`src/rtl/axis_pkg.sv`:
```
// Shared constants for the AXI-Stream byte packer.
// Lane widths, word geometry and keep-mask encodings.
package axis_pkg;

   localparam int BYTE_W     = 8;
   localparam int WORD_BYTES = 4;
   localparam int WORD_W     = WORD_BYTES * BYTE_W;
   localparam int LEN_W      = 16;

   localparam logic [WORD_BYTES-1:0] KEEP_1 = 4'h1;
   localparam logic [WORD_BYTES-1:0] KEEP_2 = 4'h3;
   localparam logic [WORD_BYTES-1:0] KEEP_3 = 4'h7;
   localparam logic [WORD_BYTES-1:0] KEEP_4 = 4'hF;

endpackage

```
`src/rtl/axis_byte_packer.sv`:
```
// 8-bit to 32-bit AXI-Stream packer with keep/last, packet
// length reporting and a delivered-packet counter.
module axis_byte_packer
   import axis_pkg::*;
#(
   parameter logic [BYTE_W-1:0] PAD_BYTE = 8'h00
) (
   input  logic                  clk,
   input  logic                  rst,
   input  logic [BYTE_W-1:0]     s_data,
   input  logic                  s_valid,
   output logic                  s_ready,
   input  logic                  s_last,
   output logic [WORD_W-1:0]     m_data,
   output logic [WORD_BYTES-1:0] m_keep,
   output logic                  m_valid,
   input  logic                  m_ready,
   output logic                  m_last,
   output logic [LEN_W-1:0]      m_len,
   output logic [LEN_W-1:0]      pkt_count
);

   logic [3*BYTE_W-1:0]     acc_q, acc_d;
   logic [1:0]              idx_q, idx_d;
   logic [LEN_W-1:0]        len_q, len_d;
   logic [LEN_W-1:0]        len_inc;
   logic [WORD_W-1:0]       data_q, data_d;
   logic [WORD_BYTES-1:0]   keep_q, keep_d;
   logic                    last_q, last_d;
   logic                    valid_q, valid_d;
   logic [LEN_W-1:0]        mlen_q, mlen_d;
   logic [LEN_W-1:0]        cnt_q, cnt_d;
   logic                    accept;
   logic                    commit;

   // Output register is the only buffer, so input readiness
   // follows downstream readiness combinationally.
   assign s_ready = rst && (!valid_q || m_ready);
   assign accept  = s_valid && s_ready;
   assign commit  = accept && ((idx_q == 2'd3) || s_last);
   assign len_inc = (len_q == '1) ? len_q : len_q + 1'b1;

   // Next-state for accumulator, output word and counters.
   always_comb begin
      acc_d   = acc_q;
      idx_d   = idx_q;
      len_d   = len_q;
      data_d  = data_q;
      keep_d  = keep_q;
      last_d  = last_q;
      valid_d = valid_q;
      mlen_d  = mlen_q;
      cnt_d   = cnt_q;

      if (valid_q && m_ready) begin
         valid_d = 1'b0;
         if (last_q) cnt_d = cnt_q + 1'b1;
      end

      if (accept) begin
         len_d = len_inc;
         if (commit) begin
            case (idx_q)
               2'd0: begin
                  data_d = {PAD_BYTE, PAD_BYTE, PAD_BYTE, s_data};
                  keep_d = KEEP_1;
               end
               2'd1: begin
                  data_d = {PAD_BYTE, PAD_BYTE, s_data, acc_q[7:0]};
                  keep_d = KEEP_2;
               end
               2'd2: begin
                  data_d = {PAD_BYTE, s_data, acc_q[15:0]};
                  keep_d = KEEP_3;
               end
               default: begin
                  data_d = {s_data, acc_q};
                  keep_d = KEEP_4;
               end
            endcase
            last_d  = s_last;
            valid_d = 1'b1;
            idx_d   = 2'd0;
            if (s_last) begin
               mlen_d = len_inc;
               len_d  = '0;
            end
         end else begin
            case (idx_q)
               2'd0:    acc_d[7:0]   = s_data;
               2'd1:    acc_d[15:8]  = s_data;
               default: acc_d[23:16] = s_data;
            endcase
            idx_d = idx_q + 2'd1;
         end
      end
   end

   // State registers; reset discards any partial packet.
   always_ff @(posedge clk or negedge rst) begin
      if (!rst) begin
         acc_q   <= '0;
         idx_q   <= '0;
         len_q   <= '0;
         data_q  <= '0;
         keep_q  <= '0;
         last_q  <= 1'b0;
         valid_q <= 1'b0;
         mlen_q  <= '0;
         cnt_q   <= '0;
      end else begin
         acc_q   <= acc_d;
         idx_q   <= idx_d;
         len_q   <= len_d;
         data_q  <= data_d;
         keep_q  <= keep_d;
         last_q  <= last_d;
         valid_q <= valid_d;
         mlen_q  <= mlen_d;
         cnt_q   <= cnt_d;
      end
   end

   assign m_data    = data_q;
   assign m_keep    = keep_q;
   assign m_last    = last_q;
   assign m_valid   = valid_q;
   assign m_len     = mlen_q;
   assign pkt_count = cnt_q;

endmodule

```
`config.mk`:
```
export PLATFORM = sky130hd
export DESIGN_NAME = axis_byte_packer
export DESIGN_NICKNAME = d
export VERILOG_FILES = /design/src/rtl/axis_pkg.sv /design/src/rtl/axis_byte_packer.sv
export SDC_FILE = /design/constraint.sdc
export NUM_CORES = 1
export LEC_CHECK = 0
export BUFFER_PORTS_ARGS = -buffer_cell sky130_fd_sc_hd__buf_2
export CAP_MARGIN = 20
export CORE_MARGIN = 3
export CORE_UTILIZATION = 53
export DETAILED_ROUTE_END_ITERATION = 8
export PLACE_DENSITY = 0.76
export SLEW_MARGIN = 20
export SYNTH_ARGS = -nofsm -noshare
export SYNTH_HDL_FRONTEND = slang
export SYNTH_SLANG_ARGS = --single-unit
```
`constraint.sdc`:
```
create_clock -name clk -period 2.9 [get_ports clk]
set_input_delay 0.58 -clock clk [delete_from_list [all_inputs] [get_ports clk]]
set_output_delay 0.58 -clock clk [all_outputs]
set_load 0.005 [all_outputs]
```
==> impl_metrics.csv, run 1 <==
group,metric,value,unit
routing,vias,3989,
sta,holdWs,0.3484,ns
sta,max_freq,409.9,MHz
clock_tree,cts.clk_slew.worst_paths,0.13,ns
routing,wl_met3,457,um
critical_path,r2r-start,"idx_q[0]$_DFFE_PN0P_",
logic_synthesis,synthTopCellsByCount,"dfrtp_1, nand2_1, nor2_1",
logic_synthesis,synth_top_area_share,54.36,%
finish,drive_above_1_share,26.81,%
critical_path,arrival,2.72,ns
logic_synthesis,avgSynthCellArea,10.63,um2
logic_synthesis,seq_area_frac_synth,54.36,%
flow_run,drv_cap,0,
global_routing,grt_pass1_wl,19760,um
clock_tree,root_buffer,"clkbuf_8",
floorplanning,pin_count,84,
critical_path,critPathKind,"reg2reg",
routing,met1_length,5177,um
sta,tightestPinTransition,0.7497,ns
clock_tree,cts_tree,"yes",
sta,fin_tns_setup,0,ns
sta,final.setup_skew,0.02519,ns
routing,final_antenna_net_count,0,
routing,vias_per_cell,5.731,
routing,drt_iter0_markers,152,
critical_path,critPathMaxStageDelay,0.73,ns
logic_synthesis,synth_flop_cell,"dfrtp_1",
power,peakVddDrop,405.0,uV
critical_path,crit_fanout,35,
critical_path,required,3.19,ns
logic_synthesis,synth_area_leaders,"dfrtp_1, mux2_2, nand2_1",
critical_path,crit_path_start_kind,"register",
logic_synthesis,synth_top_cell_by_area,"dfrtp_1",
sta,fin_crit_sh,84.12,%
clock_tree,h-tree-depth,3,
critical_path,crit_chain,"ha_1, nor2_1, or4_2, buf_4, a221o_1",
place,io_buffers,83,
critical_path,r2r-end,"m_data[14]$_DFFE_PN0P_",
sta,rsz0062_at_grt,"no",
logic_synthesis,syn_area,5156,um2
sta,slew_viol_final,0,
power,p_leak,2.854,nW
floorplanning,initial_core_util,55.28,%
logic_synthesis,yosysWarnings,0,
clock_tree,post_cts_buffers,0,
logic_synthesis,ys_seq_elements,112,
finish,final_util,63.49,%
global_routing,antenna_found_initial,0,
logic_synthesis,synth_cell_types,55,
logic_synthesis,ys_async_sr_fraction,100.0,%
routing,routed_wl,11660,um
routing,drc,0,
finish,antenna-diode-count,0,
place,gp_routability_congestion,0.8960,
routing,wl_per_cell,16.76,um
clock_tree,post_cts_resized,0,
floorplanning,die_h,104.6,um
clock_tree,clk-insertion-delay-late,0.39,ns
finish,area_growth,14.85,%
floorplanning,die_w,104.6,um
outcome,outcome,"finished clean",
routing,first_pass_iters,4,
logic_synthesis,yosysMostFrequentCell,"dfrtp_1",
floorplanning,rows,35,
critical_path,slowest_stage,"or4_2",
global_routing,grt_max_degree,59,
logic_synthesis,syn-instance-count,485,
critical_path,cp_top_family,"simple AND/OR/NAND/NOR gates",
clock_tree,cts_sinks,112,
global_routing,first_global_vias,3961,
sta,setup_viol,0,
routing,met2WireLength,5806,um
clock_tree,cts_hold_buf,0,
global_routing,grt_usage,22.18,%
finish,finish.net_count,581,
critical_path,crit_buf_inv,1,
place,hpwl,8381,um
clock_tree,cts.path.max_buffers,2,
finish,fillCellCount,783,
sta,hold_violations,0,
clock_tree,cts_buffers,9,
power,powerDensity,692.3,nW/um2
critical_path,rr_worst_depth,5,
sta,relSlewSlack,50.02,%
global_routing,grt-ovfl-total,0,
sta,min_period,2.439,ns
floorplanning,dieArea,10950,um2
critical_path,end_kind,"register",
routing,top_layer_used,"met4",
critical_path,r2r_slack,0.46,ns
floorplanning,core-area,9328,um2
worst_hold_path,hold_class,"in2async",
logic_synthesis,syn_nets,504,
logic_synthesis,synth_edf_count,0,
kinds of logic after synthesis:
family,count (synthesis),synth area share [%]
fa+ha+maj,6,1.456
flops,112,54.36
simple gates,163,16.16
buf+inv,42,3.397
mux,30,6.455
compound gates,114,15.12
xor+xnor,18,3.057
area by class of cell:
type / instances / area, um2 / share of cell area, %
clock inverters: 7 / 78.83 / 1.331
multi-input cells: 331 / 2191 / 37.00
clock buffers: 9 / 123.9 / 2.092
flip-flops and latches: 112 / 2803 / 47.33
inverters: 11 / 41.29 / 0.6972
repair buffers: 97 / 523.0 / 8.832
well taps: 129 / 161.4 / 2.726
where the power goes:
group / leakage, nW / internal [mW] / switching [mW]
clock: 0.104 / 0.348 / 0.606
combinational: 1.30 / 0.488 / 0.450
sequential: 1.45 / 1.94 / 0.263
cells in the final DEF (no fill, tap or decap), types with 2 or more instances in the layout:
cell and instances:
dfrtp_1 112, buf_2 82, nand2_1 51, nor2_1 32, o21ai_0 28, mux2_2 26
a21oi_1 23, nand3_1 17, buf_4 15, xnor2_1 14, nand4_1 11, inv_1 10
a22oi_1 10, and3_1 10, a22o_1 9, clkbuf_8 9, a221o_1 8, nor4_1 8
a21o_1 6, a31oi_1 6, ha_1 6, or3_1 5, a211o_1 5, nor2b_1 4
mux2i_1 4, xor2_1 4, inv_8 4, nor4_2 3, nor3_1 3, o31ai_1 3
and2_1 3, or4_1 3, nand2b_1 2, o211a_1 2, a211oi_1 2, a31o_2 2
o211ai_1 2, clkinv_4 2
per-stage QoR:
| stage | total power, mW | instances | setup slack (ns) | area [um2] |
|---|---|---|---|---|
| finish | 4.100 | 696 | 0.4606 | 5922 |
| global route | 4.347 | 696 | 0.2983 | 5922 |
| CTS | 4.134 | 696 | 0.4696 | 5922 |
| detailed placement | 3.190 | 680 | 0.4462 | 5719 |
| global placement | 3.131 | 680 | 0.4810 | 5719 |
| floorplan | 2.747 | 485 | 0.8595 | 5156 |
metal layers:
layer,up-vias,track usage (%)
met5,-,0
met4,0,6.467
met3,20,3.212
met2,85,37.59
met1,1965,29.86
li1,1919,-
worst max path at each step:
stage | startpoint | to | slack (ns) | depth (start not counted)
floorplan | s_last | acc_q[16]$_DFFE_PN0P_ | 0.86 | 6
global placement | rst | m_data[13]$_DFFE_PN0P_ | 0.48 | 5
detailed placement | rst | m_data[14]$_DFFE_PN0P_ | 0.45 | 5
CTS | idx_q[0]$_DFFE_PN0P_ | m_data[14]$_DFFE_PN0P_ | 0.47 | 5
global route | idx_q[0]$_DFFE_PN0P_ | m_data[13]$_DFFE_PN0P_ | 0.30 | 5
finish | idx_q[0]$_DFFE_PN0P_ | m_data[14]$_DFFE_PN0P_ | 0.46 | 5
sequential cells by signal, summed over array words and instances (netlist names):
| name | flops |
|---|---|
| acc_q | 24 |
| m_valid | 1 |
| m_data | 32 |
| m_keep | 4 |
| idx_q | 2 |
| m_last | 1 |
| m_len | 16 |
| len_q | 16 |
| pkt_count | 16 |
worst reg2reg max path: stages (launching register included):
cell,delay [ns]
dfrtp_1,0.43
ha_1,0.40
nor2_1,0.11
or4_2,0.73
buf_4,0.31
a221o_1,0.37
Power figures use the tool's default switching activity.
==> run 2, diff against run 1 <==
--- a/config.mk
+++ b/config.mk
@@ -5,10 +5,11 @@
 export SDC_FILE = /design/constraint.sdc
 export NUM_CORES = 1
 export LEC_CHECK = 0
+export ABC_AREA = 1
 export BUFFER_PORTS_ARGS = -buffer_cell sky130_fd_sc_hd__buf_2
 export CAP_MARGIN = 20
 export CORE_MARGIN = 3
-export CORE_UTILIZATION = 53
+export CORE_UTILIZATION = 51
 export DETAILED_ROUTE_END_ITERATION = 8
 export PLACE_DENSITY = 0.76
 export SLEW_MARGIN = 20
==> constraint.sdc (replaced) <==
create_clock -name clk -period 2.2 [get_ports clk]
set_input_delay 0.44 -clock clk [delete_from_list [all_inputs] [get_ports clk]]
set_output_delay 0.44 -clock clk [all_outputs]
set_load 0.005 [all_outputs]
==> run 2 against run 1 <==
- clock-buffer cell count grew 3
- combinational power increased by 50%
- flip-flop and latch count is the same
- critical endpoint is now len_q[1]$_DFFE_PN0P_
- core utilization decreased by 2.2 points
- setup slack got worse by 0.23 ns
==> impl_metrics.csv, run 2 <==
group,metric,value,unit
outcome,outcome,"finished clean",
logic_synthesis,yosysMostFrequentCell,"nand2_1",
finish,multiInputGateArea,2152,um2
routing,top_layer_used,"met4",
clock_tree,post_cts_resized,0,
logic_synthesis,synth_top_area_share,52.79,%
finish,largest_reg_flops,32,
finish,fillCellCount,897,
routing,drc,0,
sta,setup_viol,0,
floorplanning,initial_core_util,53.33,%
worst_hold_path,hold_class,"in2async",
logic_synthesis,synth_cell_types,24,
global_routing,grt-ovfl-total,0,
global_routing,grt_pass1_wl,21030,um
critical_path,required,2.45,ns
logic_synthesis,syn_area,5309,um2
sta,fin_tns_setup,0,ns
finish,area_growth,14.99,%
place,hpwl,8978,um
sta,tightestPinTransition,0.9023,ns
place,placed_area,5888,um2
clock_tree,cts.clk_slew.worst_paths,0.10,ns
routing,vias_per_cell,5.129,
logic_synthesis,syn-instance-count,683,
routing,met2WireLength,6167,um
finish,most-common-layout-cells,"nand2_1, dfrtp_1, buf_2",
logic_synthesis,syn_nets,702,
flow_run,drv_cap,0,
clock_tree,post_cts_buffers,0,
power,peakVddDrop,371.1,uV
logic_synthesis,avgSynthCellArea,7.773,um2
critical_path,arrival,2.22,ns
clock_tree,cts_tree,"yes",
sta,max_freq,508.0,MHz
place,gp_routability_congestion,0.9011,
sta,fin_crit_sh,89.48,%
sta,slew_viol_final,0,
logic_synthesis,seq_area_frac_synth,52.79,%
finish,drive_above_1_share,15.48,%
critical_path,end_kind,"register",
logic_synthesis,ys_async_sr_fraction,100.0,%
clock_tree,root_buffer,"clkbuf_8",
logic_synthesis,synthTopCellsByCount,"nand2_1, dfrtp_1, inv_1",
power,p_leak,3.402,nW
floorplanning,die_w,108.0,um
routing,final_antenna_net_count,0,
sta,final.setup_skew,0.01224,ns
global_routing,antenna_found_initial,0,
global_routing,grt_max_degree,75,
floorplanning,core-area,9955,um2
clock_tree,cts_buffers,9,
finish,final_common_cell,"nand2_1",
critical_path,crit_path_start_kind,"register",
routing,routed_wl,12450,um
power,powerDensity,909.2,nW/um2
place,io_buffers,83,
logic_synthesis,yosysWarnings,0,
logic_synthesis,synth_edf_count,0,
routing,vias,4657,
logic_synthesis,synth_area_leaders,"dfrtp_1, nand2_1, o21ai_0",
routing,drt_iter0_markers,293,
routing,wl_per_cell,13.71,um
global_routing,grt_usage,22.60,%
logic_synthesis,synth_flop_cell,"dfrtp_1",
routing,wl_met3,647,um
clock_tree,h-tree-depth,3,
clock_tree,clk-insertion-delay-late,0.37,ns
finish,regArea,2803,um2
sta,hold_violations,0,
floorplanning,rows,36,
global_routing,first_global_vias,4471,
finish,finish.net_count,789,
floorplanning,pin_count,84,
clock_tree,cts.path.max_buffers,2,
clock_tree,cts_sinks,112,
sta,relSlewSlack,39.85,%
finish,antenna-diode-count,0,
critical_path,crit_fanout,10,
finish,fin_area,6105,um2
critical_path,critPathKind,"reg2reg",
clock_tree,cts_hold_buf,0,
floorplanning,die_h,108.0,um
logic_synthesis,synth_top_cell_by_area,"dfrtp_1",
logic_synthesis,ys_seq_elements,112,
sta,rsz0062_at_grt,"no",
routing,met1_length,5396,um
sta,min_period,1.969,ns
floorplanning,dieArea,11670,um2
routing,first_pass_iters,5,
==> run 2: changes by cell type after synthesis, moves of 11 or more <==
cell,delta
nand2_1,+238
inv_1,+60
mux2_2,-26
o21ai_0,+25
a21oi_1,-22
nand3_1,+18
o22ai_1,+16
clkbuf_1,-15
xnor2_1,-11
==> run 2: layout make-up <==
class | instances | area share, %
multi-input combinational | 480 | 35.25
sequential | 112 | 45.91
clock buffer | 12 | 2.705
timing repair buffer | 92 | 7.952
clock inverter | 4 | 0.8403
tap | 133 | 2.726
inverter | 75 | 4.612
==> run 2: final timing paths <==
kind,endpoint,cells past startpoint,slack (ns),start
max in group asynchronous,m_len[3]$_DFFE_PN0P_,3,0.82,rst
min in group clk,m_valid$_DFF_PN0_,2,0.30,m_ready
hold / removal,m_data[13]$_DFFE_PN0P_,2,0.29,rst
setup reg to reg,len_q[1]$_DFFE_PN0P_,10,0.23,len_q[0]$_DFFE_PN0P_
setup / recovery,len_q[1]$_DFFE_PN0P_,10,0.23,len_q[0]$_DFFE_PN0P_
hold reg to reg,m_data[23]$_DFFE_PN0P_,2,0.47,m_data[23]$_DFFE_PN0P_
==> run 2: through the flow <==
stage,power [mW],setup slack (ns),hold slack (ns),instances,util (%)
global route,5.938,0.05294,0.2933,908,61.32
finish,5.551,0.2314,0.2945,908,61.32
floorplan,3.672,0.6406,0.1444,683,-
global placement,4.227,0.2314,0.4478,892,59.15
CTS,5.591,0.2213,0.2937,908,61.32
detailed placement,4.303,0.1315,0.4530,892,59.15
==> run 2: cells by family (layout without fill, tap and decap cells) <==
kind of cell / after synthesis / after routing / share of synthesized area, %
buf+inv: 91 / 183 / 6.670
fa+ha+maj: 6 / 6 / 1.414
flops: 112 / 112 / 52.79
compound gates: 77 / 77 / 7.824
simple gates: 384 / 384 / 29.15
xor+xnor: 13 / 13 / 2.145
==> run 2: critical path, stage by stage, from the launching register on <==
cell and delay (ns):
dfrtp_1 0.48, ha_1 0.27, inv_1 0.08, nor2_1 0.16
nand2_1 0.16, nor2_4 0.28, inv_2 0.16, nand2_1 0.09
nand2_1 0.06, nand2_1 0.06, nand2_1 0.06
==> run 2: where the power goes <==
part | internal [mW] | switching [mW] | total (mW)
combinational | 0.560 | 0.848 | 1.41
sequential | 2.56 | 0.282 | 2.85
clock | 0.621 | 0.676 | 1.30
total | 3.75 | 1.81 | 5.55
==> run 2: routing by layer <==
metal  GRT usage [%]  vias to the layer above
li1                -                     2301
met1           29.29                     2188
met2           38.81                      147
met3           2.985                       21
met4           8.566                        0
met5               0                        -
